File: src/rtl/coh_pkg.sv
// Coherence definitions shared by the MSI and MESI line controllers:
// bus message codes, line states and the snoop transition function.
package coh_pkg;

    localparam logic [2:0] BUS_IDLE = 3'd0;
    localparam logic [2:0] BUS_RD   = 3'd1;
    localparam logic [2:0] BUS_RDX  = 3'd2;
    localparam logic [2:0] BUS_UPGR = 3'd3;

    typedef enum logic [1:0] {
        LS_I = 2'd0,
        LS_S = 2'd1,
        LS_E = 2'd2,
        LS_M = 2'd3
    } line_state_e;

    typedef enum logic [2:0] {
        ST_IDLE  = 3'd0,
        ST_CHECK = 3'd1,
        ST_REQ   = 3'd2,
        ST_BUS   = 3'd3,
        ST_DONE  = 3'd4
    } ctrl_state_e;

    typedef struct packed {
        line_state_e next;
        logic        shared;
        logic        flush;
        logic        err;
    } snoop_resp_t;

    // An MSI line never holds E, so the same function serves both models.
    function automatic snoop_resp_t snoop_next(input line_state_e cur, input logic [2:0] msg);
        snoop_resp_t r;
        r = '{next: cur, shared: 1'b0, flush: 1'b0, err: 1'b0};
        case (msg)
            BUS_IDLE: r.next = cur;
            BUS_RD: begin
                if (cur != LS_I) begin
                    r.next   = LS_S;
                    r.shared = 1'b1;
                    r.flush  = (cur == LS_M);
                end
            end
            BUS_RDX: begin
                r.next  = LS_I;
                r.flush = (cur == LS_M);
            end
            BUS_UPGR: begin
                r.next = LS_I;
                r.err  = (cur == LS_E) || (cur == LS_M);
            end
            default: r.err = 1'b1;
        endcase
        return r;
    endfunction

endpackage

File: src/rtl/mesi_line_array.sv
// Per-line coherence state storage with an own-transaction port and a
// snoop port; each port reads and writes its own line index.
module mesi_line_array
    import coh_pkg::*;
#(
    parameter int ADDR_W = 2
) (
    input  logic              clk_i,
    input  logic              rst_i,
    input  logic [ADDR_W-1:0] own_addr_i,
    input  logic              own_we_i,
    input  line_state_e       own_state_i,
    output line_state_e       own_state_o,
    input  logic [ADDR_W-1:0] snp_addr_i,
    input  logic              snp_we_i,
    input  line_state_e       snp_state_i,
    output line_state_e       snp_state_o
);

    localparam int NUM_LINES = 2 ** ADDR_W;

    line_state_e lines_q [NUM_LINES];

    assign own_state_o = lines_q[own_addr_i];
    assign snp_state_o = lines_q[snp_addr_i];

    // The own write comes last so it wins when both ports hit the same line.
    always_ff @(posedge clk_i) begin
        if (rst_i) begin
            for (int i = 0; i < NUM_LINES; i++) begin
                lines_q[i] <= LS_I;
            end
        end else begin
            if (snp_we_i) begin
                lines_q[snp_addr_i] <= snp_state_i;
            end
            if (own_we_i) begin
                lines_q[own_addr_i] <= own_state_i;
            end
        end
    end

endmodule

File: src/rtl/mesi_cache_ctrl.sv
// MESI per-CPU coherence controller: CPU request port, bus request/grant
// handshake, one-cycle bus issue, and snoop response with error detection.
module mesi_cache_ctrl
    import coh_pkg::*;
#(
    parameter int ADDR_W = 2,
    parameter int CPU_ID = 0
) (
    input  logic              clk_i,
    input  logic              rst_i,
    input  logic              cpu_req_valid_i,
    input  logic              cpu_req_wr_i,
    input  logic [ADDR_W-1:0] cpu_req_addr_i,
    output logic              cpu_req_ready_o,
    output logic              cpu_done_o,
    output logic              bus_req_o,
    input  logic              bus_gnt_i,
    output logic [2:0]        bus_msg_o,
    output logic [ADDR_W-1:0] bus_addr_o,
    input  logic [2:0]        bus_msg_i,
    input  logic [ADDR_W-1:0] bus_addr_i,
    input  logic              bus_shared_i,
    output logic              shared_o,
    output logic              flush_o,
    output logic              protocol_err_o
);

    ctrl_state_e       state_q, state_d;
    logic              wr_q, wr_d;
    logic [ADDR_W-1:0] addr_q, addr_d;
    logic              err_q, err_d;

    line_state_e own_line, snp_line, own_next, snp_next;
    logic        own_we, snp_we, snp_active, snp_apply;
    snoop_resp_t resp;

    mesi_line_array #(.ADDR_W(ADDR_W)) u_lines (
        .clk_i       (clk_i),
        .rst_i       (rst_i),
        .own_addr_i  (addr_q),
        .own_we_i    (own_we),
        .own_state_i (own_next),
        .own_state_o (own_line),
        .snp_addr_i  (bus_addr_i),
        .snp_we_i    (snp_we),
        .snp_state_i (snp_next),
        .snp_state_o (snp_line)
    );

    always_ff @(posedge clk_i) begin
        if (rst_i) begin
            state_q <= ST_IDLE;
            wr_q    <= 1'b0;
            addr_q  <= '0;
            err_q   <= 1'b0;
        end else begin
            state_q <= state_d;
            wr_q    <= wr_d;
            addr_q  <= addr_d;
            err_q   <= err_d;
        end
    end

    always_comb begin
        state_d = state_q;
        wr_d    = wr_q;
        addr_d  = addr_q;
        case (state_q)
            ST_IDLE: begin
                if (cpu_req_valid_i) begin
                    wr_d    = cpu_req_wr_i;
                    addr_d  = cpu_req_addr_i;
                    state_d = ST_CHECK;
                end
            end
            ST_CHECK: begin
                if ((!wr_q && own_line != LS_I) ||
                    (wr_q && (own_line == LS_E || own_line == LS_M))) begin
                    state_d = ST_DONE;
                end else begin
                    state_d = ST_REQ;
                end
            end
            ST_REQ:  state_d = bus_gnt_i ? ST_BUS : ST_REQ;
            ST_BUS:  state_d = ST_DONE;
            ST_DONE: state_d = ST_IDLE;
            default: state_d = ST_IDLE;
        endcase
    end

    // The line state seen in BUS already reflects any snoop taken during REQ.
    always_comb begin
        cpu_req_ready_o = (state_q == ST_IDLE) && !rst_i;
        cpu_done_o      = (state_q == ST_DONE) && !rst_i;
        bus_req_o       = (state_q == ST_REQ) && !rst_i;
        bus_msg_o       = BUS_IDLE;
        bus_addr_o      = '0;
        own_we          = 1'b0;
        own_next        = own_line;
        if (state_q == ST_CHECK && wr_q && own_line == LS_E) begin
            own_we   = 1'b1;
            own_next = LS_M;
        end
        if (state_q == ST_BUS) begin
            bus_addr_o = addr_q;
            if (!wr_q) begin
                bus_msg_o = BUS_RD;
                if (own_line == LS_I) begin
                    own_we   = 1'b1;
                    own_next = bus_shared_i ? LS_S : LS_E;
                end
            end else begin
                bus_msg_o = (own_line == LS_S) ? BUS_UPGR : BUS_RDX;
                own_we    = 1'b1;
                own_next  = LS_M;
            end
        end

        snp_active = (bus_msg_i != BUS_IDLE);
        resp       = snoop_next(snp_line, bus_msg_i);
        snp_apply  = snp_active && !(state_q == ST_BUS && bus_addr_i == addr_q);
        snp_we     = snp_apply;
        snp_next   = resp.next;
        shared_o   = snp_apply && resp.shared;
        flush_o    = snp_apply && resp.flush;
        err_d      = err_q || (snp_active && (resp.err || state_q == ST_BUS));
        protocol_err_o = err_q;
    end

    a_no_msg_while_req : assert property (@(posedge clk_i) disable iff (rst_i)
        !(bus_req_o && bus_msg_o != BUS_IDLE))
        else $error("mesi_cache_ctrl[%0d]: bus message issued while still requesting", CPU_ID);

endmodule

File: config.mk
export PLATFORM = sky130hd
export DESIGN_NAME = mesi_cache_ctrl
export DESIGN_NICKNAME = d
export VERILOG_FILES = /design/src/rtl/coh_pkg.sv /design/src/rtl/mesi_line_array.sv /design/src/rtl/mesi_cache_ctrl.sv
export SDC_FILE = /design/constraint.sdc
export NUM_CORES = 1
export LEC_CHECK = 0
export ABC_AREA = 1
export CAP_MARGIN = 40
export CORE_UTILIZATION = 50
export CTS_CLUSTER_DIAMETER = 200
export DETAILED_ROUTE_END_ITERATION = 10
export GPL_ROUTABILITY_DRIVEN = 0
export PLACE_DENSITY = 0.77
export SYNTH_ARGS = -nofsm -noshare
export SYNTH_HDL_FRONTEND = slang
export SYNTH_SLANG_ARGS = --single-unit
File: constraint.sdc
create_clock -name clk_i -period 4.6 [get_ports clk_i]
set_input_delay 0.46 -clock clk_i [delete_from_list [all_inputs] [get_ports clk_i]]
set_output_delay 0.46 -clock clk_i [all_outputs]
set_load 0.005 [all_outputs]
* Word-level counts from Yosys, hierarchy flattened
Memories as Yosys holds them, arrays and structs flattened. A register that Yosys moved wholly into a read port is not among the register bits.
Cells that the tools add are included.
Widths: inputs -> output; s select.
** Storage, ports and cells
- Bits in registers :: 7
- Memory bits (writable) :: 8
- Input port bits :: 13
- Output and inout bits :: 11
- Logic and storage cells :: 88
- Memories :: 1
** Memory list
- u_lines.lines_q :: depth 4, bits a word 2, rd ports 2, clocked after Yosys merged registers in 1, wr ports 4, line mesi_line_array.sv:22 : line_state_e lines_q [NUM_LINES];
** Operators by class
- Equal/unequal tests :: 14
- Multiplexer cells :: 38
- Reductions and logical operators :: 31
** Operators with widths (number)
- $mux 2 :: 14
- $mux 1 :: 17
- $eq 3x2->1 const B :: 4
- $logic_and 1x1->1 :: 12
- $pmux 3 s4 :: 1
- $eq 2x2->1 const B :: 4
- $eq 3x1->1 const B :: 2
- $logic_not 3->1 :: 2
- $mux 3 :: 2
- $reduce_or 2->1 :: 3
- $logic_or 1x1->1 :: 5
- $mux 4 :: 1
- $pmux 1 s2 :: 2
- $pmux 2 s2 :: 1
- $reduce_bool 2->1 :: 2
- $eq 3x3->1 const B :: 1
- $logic_not 1->1 :: 3
- $reduce_bool 3->1 :: 1
- $reduce_or 3->1 :: 1
- $eq 2x1->1 const B :: 1
- $eq 2x2->1 :: 1
- $logic_not 2->1 :: 1
- $ne 2x2->1 const B :: 1
- $reduce_and 2->1 :: 1

* Logic depth before layout (Yosys ltp)
Gate-level depths: netlist (run 1).
- Depth in word-level cells :: 12
- Mapped depth :: 12
- Gate-level depth less buffers :: 11

* Hierarchy
Synthesis (run 1) repeated with hierarchy kept, for this count alone.
** Unflattened totals
- Cell total of the unflattened synthesis :: 193
- Area total of the unflattened synthesis :: 1187.4 um2
** Modules (own cells, without submodules)
- mesi_line_array :: times used 1, cells each 96, area an instance 639.4 um2, seq. area each 240.2 um2
- mesi_cache_ctrl :: times used 1, cells each 97, area an instance 548.0 um2, seq. area each 140.1 um2

* Worst setup path before layout (run 1)
Ideal clock, no wire load.
- Kind :: input-to-output
- From :: input port bus_addr_i[0]
- To :: output port flush_o
- Arrival :: 1248 ps
- Required time :: 4140 ps
- Path slack :: 2892 ps
- Stages :: 6
- Buffers on the path :: 1
- Path through :: buf_4 inv_4 nand2_1 o21ai_1 nor2_2 nor4_1
** On the way
- Cells in the longest elaborated chain, start to end :: 5
- Elaborated cells on any way between the ends :: 10
- Those cells by class :: eq/ne (2); mux (2); reduce/logical (5); memory (1)
** Ends and longest elaborated chain
- start: declaration :: line mesi_cache_ctrl.sv:21 : input logic [ADDR_W-1:0] bus_addr_i,
- $mem_v2 4x2 or $eq 2x2->1 (tied branches)
- $eq 2x2->1 (tied with other cells) :: line coh_pkg.sv:42, coh_pkg.sv:47
- $mux 4 or $logic_not 1->1 (tied branches) :: line coh_pkg.sv:39, mesi_cache_ctrl.sv:121
- $pmux 1 s2 or $logic_and 1x1->1 (tied branches) :: line coh_pkg.sv:36, mesi_cache_ctrl.sv:121
- $logic_and 1x1->1 (*) :: line mesi_cache_ctrl.sv:125 : flush_o = snp_apply && resp.flush;
- end: declaration :: line mesi_cache_ctrl.sv:24 : output logic flush_o,
Every way passes the cells marked *; elsewhere a longest branch is shown, timed or not.

* Worst setup path in the final report (run 1)
Same ends and word-level chain as after synthesis.

==> results of run 1 <==
-- through the flow --
stage               utilization  setup WS, ns  hold slack, ns
finish                    0.637          1.79           0.506
global route              0.637          1.64           0.551
detailed placement        0.626          1.81           0.479
floorplan                     -          2.89           0.460
global placement          0.626          1.87           0.458
CTS                       0.637          1.79           0.516
-- power groups by stage --
stage | combinational (uW) | clock (uW) | sequential, uW
3_5_place_dp | 183 | 0 | 205
6_report | 184 | 81.4 | 202
2_1_floorplan | 136 | 0 | 198
3_3_place_gp | 178 | 0 | 203
4_1_cts | 184 | 82.6 | 202
5_1_grt | 205 | 87.7 | 205
-- how the worst min path moves through the flow --
stage                    from              to
2_1_floorplan  protocol_err_o  protocol_err_o
3_3_place_gp   protocol_err_o  protocol_err_o
3_5_place_dp   protocol_err_o  protocol_err_o
4_1_cts        protocol_err_o  protocol_err_o
5_1_grt        protocol_err_o  protocol_err_o
6_report       protocol_err_o  protocol_err_o
-- layer usage --
layer	vias to the layer above	share of wire
met5	-	0
met4	0	0.016
met1	587	0.43
met3	6	0.083
li1	689	-
met2	51	0.47
-- cell type report --
cell class | count | area (um^2)
inverter | 27 | 104
multi-input combinational | 152 | 783
sequential | 17 | 420
fill | 228 | 908
clock buffer | 4 | 26.3
timing repair buffer | 22 | 220
tap | 30 | 37.5
-- tightest hold or removal path, delay by kind of cell (launching register included) --
family	cells	cell delay, ns
AOI/OAI and AO/OA	1	0.05
DFF	1	0.35
and+or+nand+nor	1	0.08
-- synthesized netlist by cell type (all sizes together), types with 2 or more instances --
cell and n:
nor2 30, nor3 6, a21oi 9, dfxtp 9, buf 4, nor4 2, nand3 26, o21ai 8
inv 27, edfxtp 8, nand3b 3, nand2 60
-- cell families (layout without fill, tap and decap cells) --
kind of cell           Yosys count  count (layout)  synth area share
AND/OR/NAND/NOR                128             128             0.484
buffers and inverters           31              53            0.0967
AO/OA/AOI/OAI                   22              22            0.0948
flip-flops                      17              17             0.315
other                            1               1           0.00281
XOR/XNOR                         1               1           0.00657
==> results.py, run 1 <==
metrics = {
    "status": {
        "status": "completed",
    },
    "synthesis": {
        "synth-edff-count": 8,
        "synth_top_area_cell": "edfxtp_1",
        "synth_area_um2": 1330,
        "async_flop_share": 0,
        "synth_fp_nets": 213,
        "yosysWarnings": 0,
        "ys_types": 30,
        "ys_top_cells_by_area": "edfxtp_1, nand2_1, dfxtp_1",
        "synth-main-ff-cell": "dfxtp_1",
        "syn_area_per_cell_um2": 6.66,
        "syn_inst": 200,
        "synth_top_area_frac": 0.180,
        "ys_seq_elements": 17,
        "ys_seq_area_frac": 0.315,
    },
    "power_and_ir_drop": {
        "clock_power_share": 0.174,
        "switchingPower_uw": 186,
        "ir_worst_vdd_uv": 250,
        "total_power_uw": 467,
        "combPwrFrac": 0.394,
        "internal-power_uw": 281,
        "p_per_area_nw_per_um2": 294,
        "switching_share": 0.398,
        "p_leak_uw": 0.000723,
        "pwr-share-seq": 0.432,
    },
    "die": {
        "io_pins": 24,
        "die_width_um": 53.6,
        "initial_core_util": 0.533,
        "row_count": 18,
        "die_area_um2": 2880,
        "die_height_um": 53.6,
        "fp.coreArea_um2": 2500,
    },
    "cts": {
        "cts_tree": "built",
        "post_cts_resized": 0,
        "clock_path_buffers": 2,
        "hold_buffers": 0,
        "numCtsBuffers": 3,
        "clock-sinks": 17,
        "cts-root-buf": "clkbuf_4",
        "clkTransAtPathRegs_ns": 0.10,
        "htree_levels": 1,
        "post-cts-setup-buffers": 0,
        "clk_latency_ns": 0.29,
    },
    "grt": {
        "use_met1": 0.312,
        "met2_usage": 0.425,
        "grtUsageMet3": 0.0593,
        "track_usage": 0.254,
        "grt_max_degree": 17,
        "grt-ovfl-total": 0,
        "grt_first_pass_wirelength_um": 5150,
        "grt.busiest_layer": "met2",
        "antenna_found_initial": 0,
        "grt_pass1_vias": 1220,
    },
    "sta": {
        "grt_setup_unrepaired": "no",
        "period_share": 0.611,
        "fin_skew_ns": 0.00289,
        "relSlewSlack": 0.643,
        "max_freq_mhz": 356,
        "final-hold-violation-count": 0,
        "fin_crit_ns": 2.81,
        "finalSetupViolations": 0,
        "fin_tns_setup_ns": 0,
        "slew_violations": 0,
        "tightest_slew_ns": 0.536,
    },
    "setup_path": {
        "slowest_stage": "clkdlybuf4s50_1",
        "crit_path_start": "bus_addr_i[0]",
        "slowest_delay_ns": 0.57,
        "cp.required_ns": 4.14,
        "worstPathArrival_ns": 2.35,
        "cp.depth": 7,
        "cp_max_fo": 9,
        "r2r_start": "state_q[2]",
        "endpoint_kind": "output port",
        "worst-r2r-setup-slack_ns": 2.84,
        "path_buf_inv": 3,
        "reg2regPathDepth": 10,
        "rr_endpoint": "u_lines.lines_q[2][1]",
        "startpoint_type": "input pin",
        "critPathKind": "in -> out",
        "crit_family": "buffers and inverters",
        "cp_common_cell": "clkdlybuf4s50_1",
        "path_cells": "clkdlybuf4s50_1 > inv_4 > nand2_1 > o21ai_1 > nor2_2 > nor4_1 > clkdlybuf4s50_1",
        "endpoint": "flush_o",
    },
    "cells_and_area": {
        "fin_nets": 236,
        "final_common_cell": "nand2_1",
        "final_area_um2": 1590,
        "drive_gt1_frac": 0.131,
        "syn_to_final_growth_pct": 19.4,
        "num_antenna_cells": 0,
        "most-common-layout-cells": "nand2_1, inv_1, nor2_1",
        "fin_cells": 252,
    },
    "min_path": {
        "min_path_type": "reg -> reg",
        "hold_depth": 2,
    },
    "drt": {
        "viasPerCell": 5.29,
        "wl_per_cell_um": 12.7,
        "drtIter0Drc": 36,
        "finalWirelength_um": 3200,
        "first_pass_iters": 5,
        "vias": 1333,
        "drtAntennaViolNets": 0,
        "drc_errors": 0,
    },
    "placed_design": {
        "dp_cells": 248,
        "portBuffers": 22,
        "dpl.hpwl_um": 2610,
        "placed_area_um2": 1570,
    },
    "run": {
        "cap_violations": 0,
    },
}
Note: power is estimated with default switching activity, not from simulation.
==> run 2, diff against run 1 <==
clock period = 2.59 ns   (was 4.6 ns; I/O delays follow)
==> results of run 2 <==
The final DEF is identical to that of run 1. Status: completed.
Among the figures that moved: setup slack after placement 1.81 ns -> 0.205 ns; setup slack after layout 1.79 ns -> 0.183 ns; register-to-register setup slack 2.84 ns -> 0.83 ns; total power 467 uW -> 830 uW; worst IR drop on VDD 250 uV -> 444 uV
==> run 3, diff against run 2 <==
CAP_MARGIN = 20   (was 40)
==> results of run 3 <==
The final DEF is identical to that of run 1. Status: completed.
Among the figures that moved: setup slack after placement 1.81 ns -> 0.205 ns; setup slack after layout 1.79 ns -> 0.183 ns; register-to-register setup slack 2.84 ns -> 0.83 ns; total power 467 uW -> 830 uW; worst IR drop on VDD 250 uV -> 444 uV
